$ cat config.mk
export PLATFORM = sky130hd
export DESIGN_NAME = unidade_desvio
export DESIGN_NICKNAME = d
export VERILOG_FILES = /design/src/rtl/unidade_desvio_pkg.sv /design/src/rtl/unidade_desvio_avaliador.sv /design/src/rtl/unidade_desvio.sv
export SDC_FILE = /design/constraint.sdc
export NUM_CORES = 1
export LEC_CHECK = 0
export ABC_AREA = 1
export BUFFER_PORTS_ARGS = -buffer_cell sky130_fd_sc_hd__buf_4
export CAP_MARGIN = 25
export CORE_MARGIN = 3
export CORE_UTILIZATION = 37
export CTS_CLUSTER_SIZE = 10
export DETAILED_ROUTE_END_ITERATION = 16
export PLACE_DENSITY = 0.65
export SYNTH_ARGS = -nofsm -noshare
export SYNTH_HDL_FRONTEND = slang
export SYNTH_HIERARCHICAL = 1
export SYNTH_SLANG_ARGS = --single-unit
export TNS_END_PERCENT = 100
$ cat constraint.sdc
create_clock -name clock -period 1.9 [get_ports clock]
set_input_delay 0.19 -clock clock [delete_from_list [all_inputs] [get_ports clock]]
set_output_delay 0.19 -clock clock [all_outputs]
set_load 0.02 [all_outputs]
$ cat src/rtl/unidade_desvio_pkg.sv
// Shared types for the branch-resolution stage: request kinds, condition codes,
// FSM states and the bit positions of the ZCSO flags.
package pacote_desvio;

    typedef enum logic [1:0] {
        NOP      = 2'b00,
        INCOND   = 2'b01,
        SE_VERD  = 2'b10,
        SE_FALSO = 2'b11
    } tipo_t;

    typedef enum logic [2:0] {
        C_SEMPRE   = 3'b000,
        C_S        = 3'b001,
        C_Z        = 3'b010,
        C_C        = 3'b011,
        C_SZ       = 3'b100,
        C_O        = 3'b101,
        C_MENOR    = 3'b110,
        C_MAIOR_IG = 3'b111
    } cond_t;

    typedef enum logic {
        IDLE  = 1'b0,
        FLUSH = 1'b1
    } estado_t;

    localparam int unsigned BIT_Z = 0;
    localparam int unsigned BIT_C = 1;
    localparam int unsigned BIT_S = 2;
    localparam int unsigned BIT_O = 3;

endpackage

$ cat src/rtl/unidade_desvio_avaliador.sv
// Combinational condition evaluator: maps a condition code and the ZCSO flags
// to a single true/false result. Shared with future conditional-move logic.
module avaliador_condicao
    import pacote_desvio::*;
(
    input  logic [2:0] cond,
    input  logic [3:0] ZCSO,
    output logic       c
);

    logic z, cy, s, o;

    always_comb begin
        z  = ZCSO[BIT_Z];
        cy = ZCSO[BIT_C];
        s  = ZCSO[BIT_S];
        o  = ZCSO[BIT_O];
        c  = 1'b0;
        case (cond_t'(cond))
            C_SEMPRE:   c = 1'b1;
            C_S:        c = s;
            C_Z:        c = z;
            C_C:        c = cy;
            C_SZ:       c = s | z;
            C_O:        c = o;
            C_MENOR:    c = s ^ o;
            C_MAIOR_IG: c = ~(s ^ o);
            default:    c = 1'b0;
        endcase
    end

endmodule

$ cat src/rtl/unidade_desvio.sv
// Branch-resolution stage: evaluates a decoded branch against the registered
// flags, pulses pc_load with the target, then holds a fixed-length flush.
module unidade_desvio
    import pacote_desvio::*;
#(
    parameter int unsigned WIDTH        = 16,
    parameter int unsigned FLUSH_CYCLES = 2
) (
    input  logic             clock,
    input  logic             reset,
    input  logic             valid_in,
    output logic             ready_in,
    input  logic [1:0]       tipo,
    input  logic [2:0]       cond,
    input  logic [3:0]       ZCSO,
    input  logic [WIDTH-1:0] alvo,
    output logic             pc_load,
    output logic [WIDTH-1:0] pc_alvo,
    output logic             flush,
    output logic [15:0]      contador_desvios
);

    localparam logic [2:0] RESTANTE_INI = 3'(FLUSH_CYCLES);

    estado_t    estado, estado_n;
    logic [2:0] restante, restante_n;
    logic       c, aceito, tomado;
    logic [15:0] cont_q;

    avaliador_condicao u_avaliador (
        .cond (cond),
        .ZCSO (ZCSO),
        .c    (c)
    );

    assign ready_in         = (estado == IDLE);
    assign flush            = (estado == FLUSH);
    assign aceito           = valid_in & ready_in;
    assign contador_desvios = cont_q;

    always_comb begin
        tomado = 1'b0;
        case (tipo_t'(tipo))
            INCOND:   tomado = 1'b1;
            SE_VERD:  tomado = c;
            SE_FALSO: tomado = ~c;
            default:  tomado = 1'b0;
        endcase
    end

    always_comb begin
        estado_n   = estado;
        restante_n = restante;
        case (estado)
            IDLE: begin
                if (aceito && tomado) begin
                    estado_n   = FLUSH;
                    restante_n = RESTANTE_INI;
                end
            end
            FLUSH: begin
                restante_n = restante - 3'd1;
                if (restante == 3'd1) begin
                    estado_n = IDLE;
                end
            end
            default: estado_n = IDLE;
        endcase
    end

    always_ff @(posedge clock or negedge reset) begin
        if (!reset) begin
            estado   <= IDLE;
            restante <= '0;
            pc_load  <= 1'b0;
            pc_alvo  <= '0;
            cont_q   <= '0;
        end else begin
            estado   <= estado_n;
            restante <= restante_n;
            pc_load  <= aceito & tomado;
            if (aceito && tomado) begin
                pc_alvo <= alvo;
                if (cont_q != 16'hFFFF) begin
                    cont_q <= cont_q + 16'd1;
                end
            end
        end
    end

endmodule
==> impl_metrics.ini <==
[die]
rows = 26
die_y_um = 79.7
initial_core_util = 0.389
coreArea_um2 = 5170
die-area_um2 = 6350
die_x_um = 79.7
boundaryPins = 63

[synth]
syn_nets = 301
netlist_top_cells_count = 129 x nand2_1, 37 x dfrtp_1, 24 x inv_1, 16 x nor2_1, 12 x nand3_1
synth_area_leader_cell = dfrtp_1
synth-async-reset-ratio = 1.00
synth_cells = 270
synth_ff_type = dfrtp_1
synth_edf_count = 0
ys_ff_latch = 37
ys_warn_count = 6
synthTopCellsByArea = dfrtp_1 46%, nand2_1 24%, inv_1 4.5%
ys_seq_area_frac = 0.460
ys_types = 25
synth_top_cell_area_share = 0.460
avgSynthCellArea_um2 = 7.45
synth_most_common_cell = nand2_1
syn_area_um2 = 2010

[grt]
antenna_found_initial = 0
overflow = 0
grt_max_degree = 38
grt_pass1_vias = 1676
track_usage = 0.156
grt_pass1_wl_um = 7710

[drt]
drcViolationCount = 0
drt-total-wl_um = 4690
postRouteAntennaNets = 0
viasPerCell = 4.57
routed-wl-met2_um = 2180
dr_wl_met3_um = 398
top_layer = met4
drt-pass1-iter-count = 4
wl_per_cell_um = 11.4
first_iter_violations = 123
drt-met1-wl_um = 2070
num_vias = 1873

[clock_network]
clkSinkCount = 37
clkTransAtPathRegs_ns = 0.07
cts-root-buf = clkbuf_8
clockBufferDepth = 2
worstSkewPairLatency_ns = 0.28
cts_tree = built
cts_max_level = 2
cts_made_buffers = 5

[timing]
relSlewSlack = 0.682
fin_crit_sh = 0.892
finalHoldViolCount = 0
worst_slew_pin_slew_ns = 0.478
post-route-min-period_ns = 1.70
rsz0062_at_grt = false
setup_violations = 0
final_max_slew_viol_count = 0
skew_ns = 0.00456
fmax_mhz = 590

[critical_path]
critPathCaptureType = flop
worstPathMaxFanout = 12
critPathKind = reg2reg
cp.arrival_ns = 1.87
critPathRequiredTime_ns = 2.07
cp-start-kind = flop

[layout]
layout-drive-gt1-share = 0.285
area_delta_synth_final_pct = 32.5
n_antenna_cell = 0
nets = 371
stdcell_count = 410

[power_and_ir_drop]
power_mw = 3.57
peakVddDrop_mv = 0.687
leakage_nw = 1.42
p_per_area_nw_per_um2 = 1340

[place]
post-dp-hpwl_um = 3440
place_inst = 401
routabilityCongestion = 0.872
portBuffers = 62

[hold_path]
hold_class = in2reg

[status]
outcome = finished, final reports clean

[run]
drv_cap = 0
registers in the layout (all words and copies together), names as in the netlist:
register,flops
pc_load,1
contador_desvios,16
restante,3
flush,1
pc_alvo,16
path summary, 6_finish.rpt:
check                                     from              endpoint  slack (ns)  cells past startpoint
setup reg to reg           contador_desvios[1]   contador_desvios[0]        0.20                      9
hold / removal                        alvo[11]           pc_alvo[11]        0.10                      3
min in group asynchronous                reset   contador_desvios[7]        0.40                      2
hold reg to reg                     pc_alvo[4]            pc_alvo[4]        0.48                      2
setup / recovery           contador_desvios[1]   contador_desvios[0]        0.20                      9
max in group asynchronous                reset  contador_desvios[10]        1.16                      2
area by class of cell:
cell class / count / area [um^2]
sequential: 37 / 926
clock buffer: 7 / 86.3
multi-input combinational: 200 / 946
timing repair buffer: 68 / 513
inverter: 28 / 105
fill: 518 / 2510
tap: 70 / 87.6
logic make-up after synthesis:
group                      synth area share
xor gates and xnor gates             0.0305
AOI/OAI and AO/OA                    0.0429
and+or+nand+nor                       0.373
adders and majority gates            0.0187
buffers and inverters                0.0747
DFF                                   0.460
worst max-delay path: stages (launching register included):
cell	delay, ns
dfrtp_1	0.42
ha_1	0.26
nand2_1	0.08
nor2_1	0.05
nand2_2	0.12
nor2_4	0.07
nor2_4	0.29
inv_2	0.16
nand2_1	0.09
nand2_1	0.05
layer usage:
layer	up-vias	GRT usage
li1	967	-
met1	839	0.207
met2	61	0.242
met3	6	0.0497
met4	0	0.0464
met5	-	0
repair_timing:
action,in CTS,in global routing
endpoints found under the hold margin,37,0
hold buffers,1,0
gates resized for setup,0,1
setup buffers,0,0
pin swaps,1,0
cloned,1,0
endpoints found under the setup margin,9,2
per-stage QoR:
stage / cell area (um^2) / setup slack (ns) / hold slack (ns) / utilization / TNS [ns]
after global routing: 2660 / 0.0336 / 0.0975 / 0.515 / 0
after floorplan: 2010 / 0.311 / -0.106 / - / 0
after global placement: 2560 / -0.0432 / 0.178 / 0.494 / -0.344
final: 2660 / 0.205 / 0.100 / 0.515 / 0
after CTS: 2660 / 0.112 / 0.0943 / 0.514 / 0
after detailed placement: 2560 / -0.0863 / 0.182 / 0.494 / -0.715
report_power, final:
group          total [mW]  switching, mW  internal, mW
sequential           1.35          0.256          1.10
combinational        1.66          0.969         0.690
clock               0.553          0.265         0.288
cells in the final DEF, fill, tap and decap left out, types with 3 or more instances in the layout:
cell        n
inv_1      24
clkbuf_8    6
buf_4      67
o21ai_0     3
nand2_2     7
nand4_1     5
dfrtp_1    37
inv_2       3
ha_1        3
nor2_4      3
xor2_1      6
nand3_1    12
nor2_1     16
nor2_2      3
nand2_1   129
o21ai_2     6
Note: power is estimated with default switching activity, not from simulation.
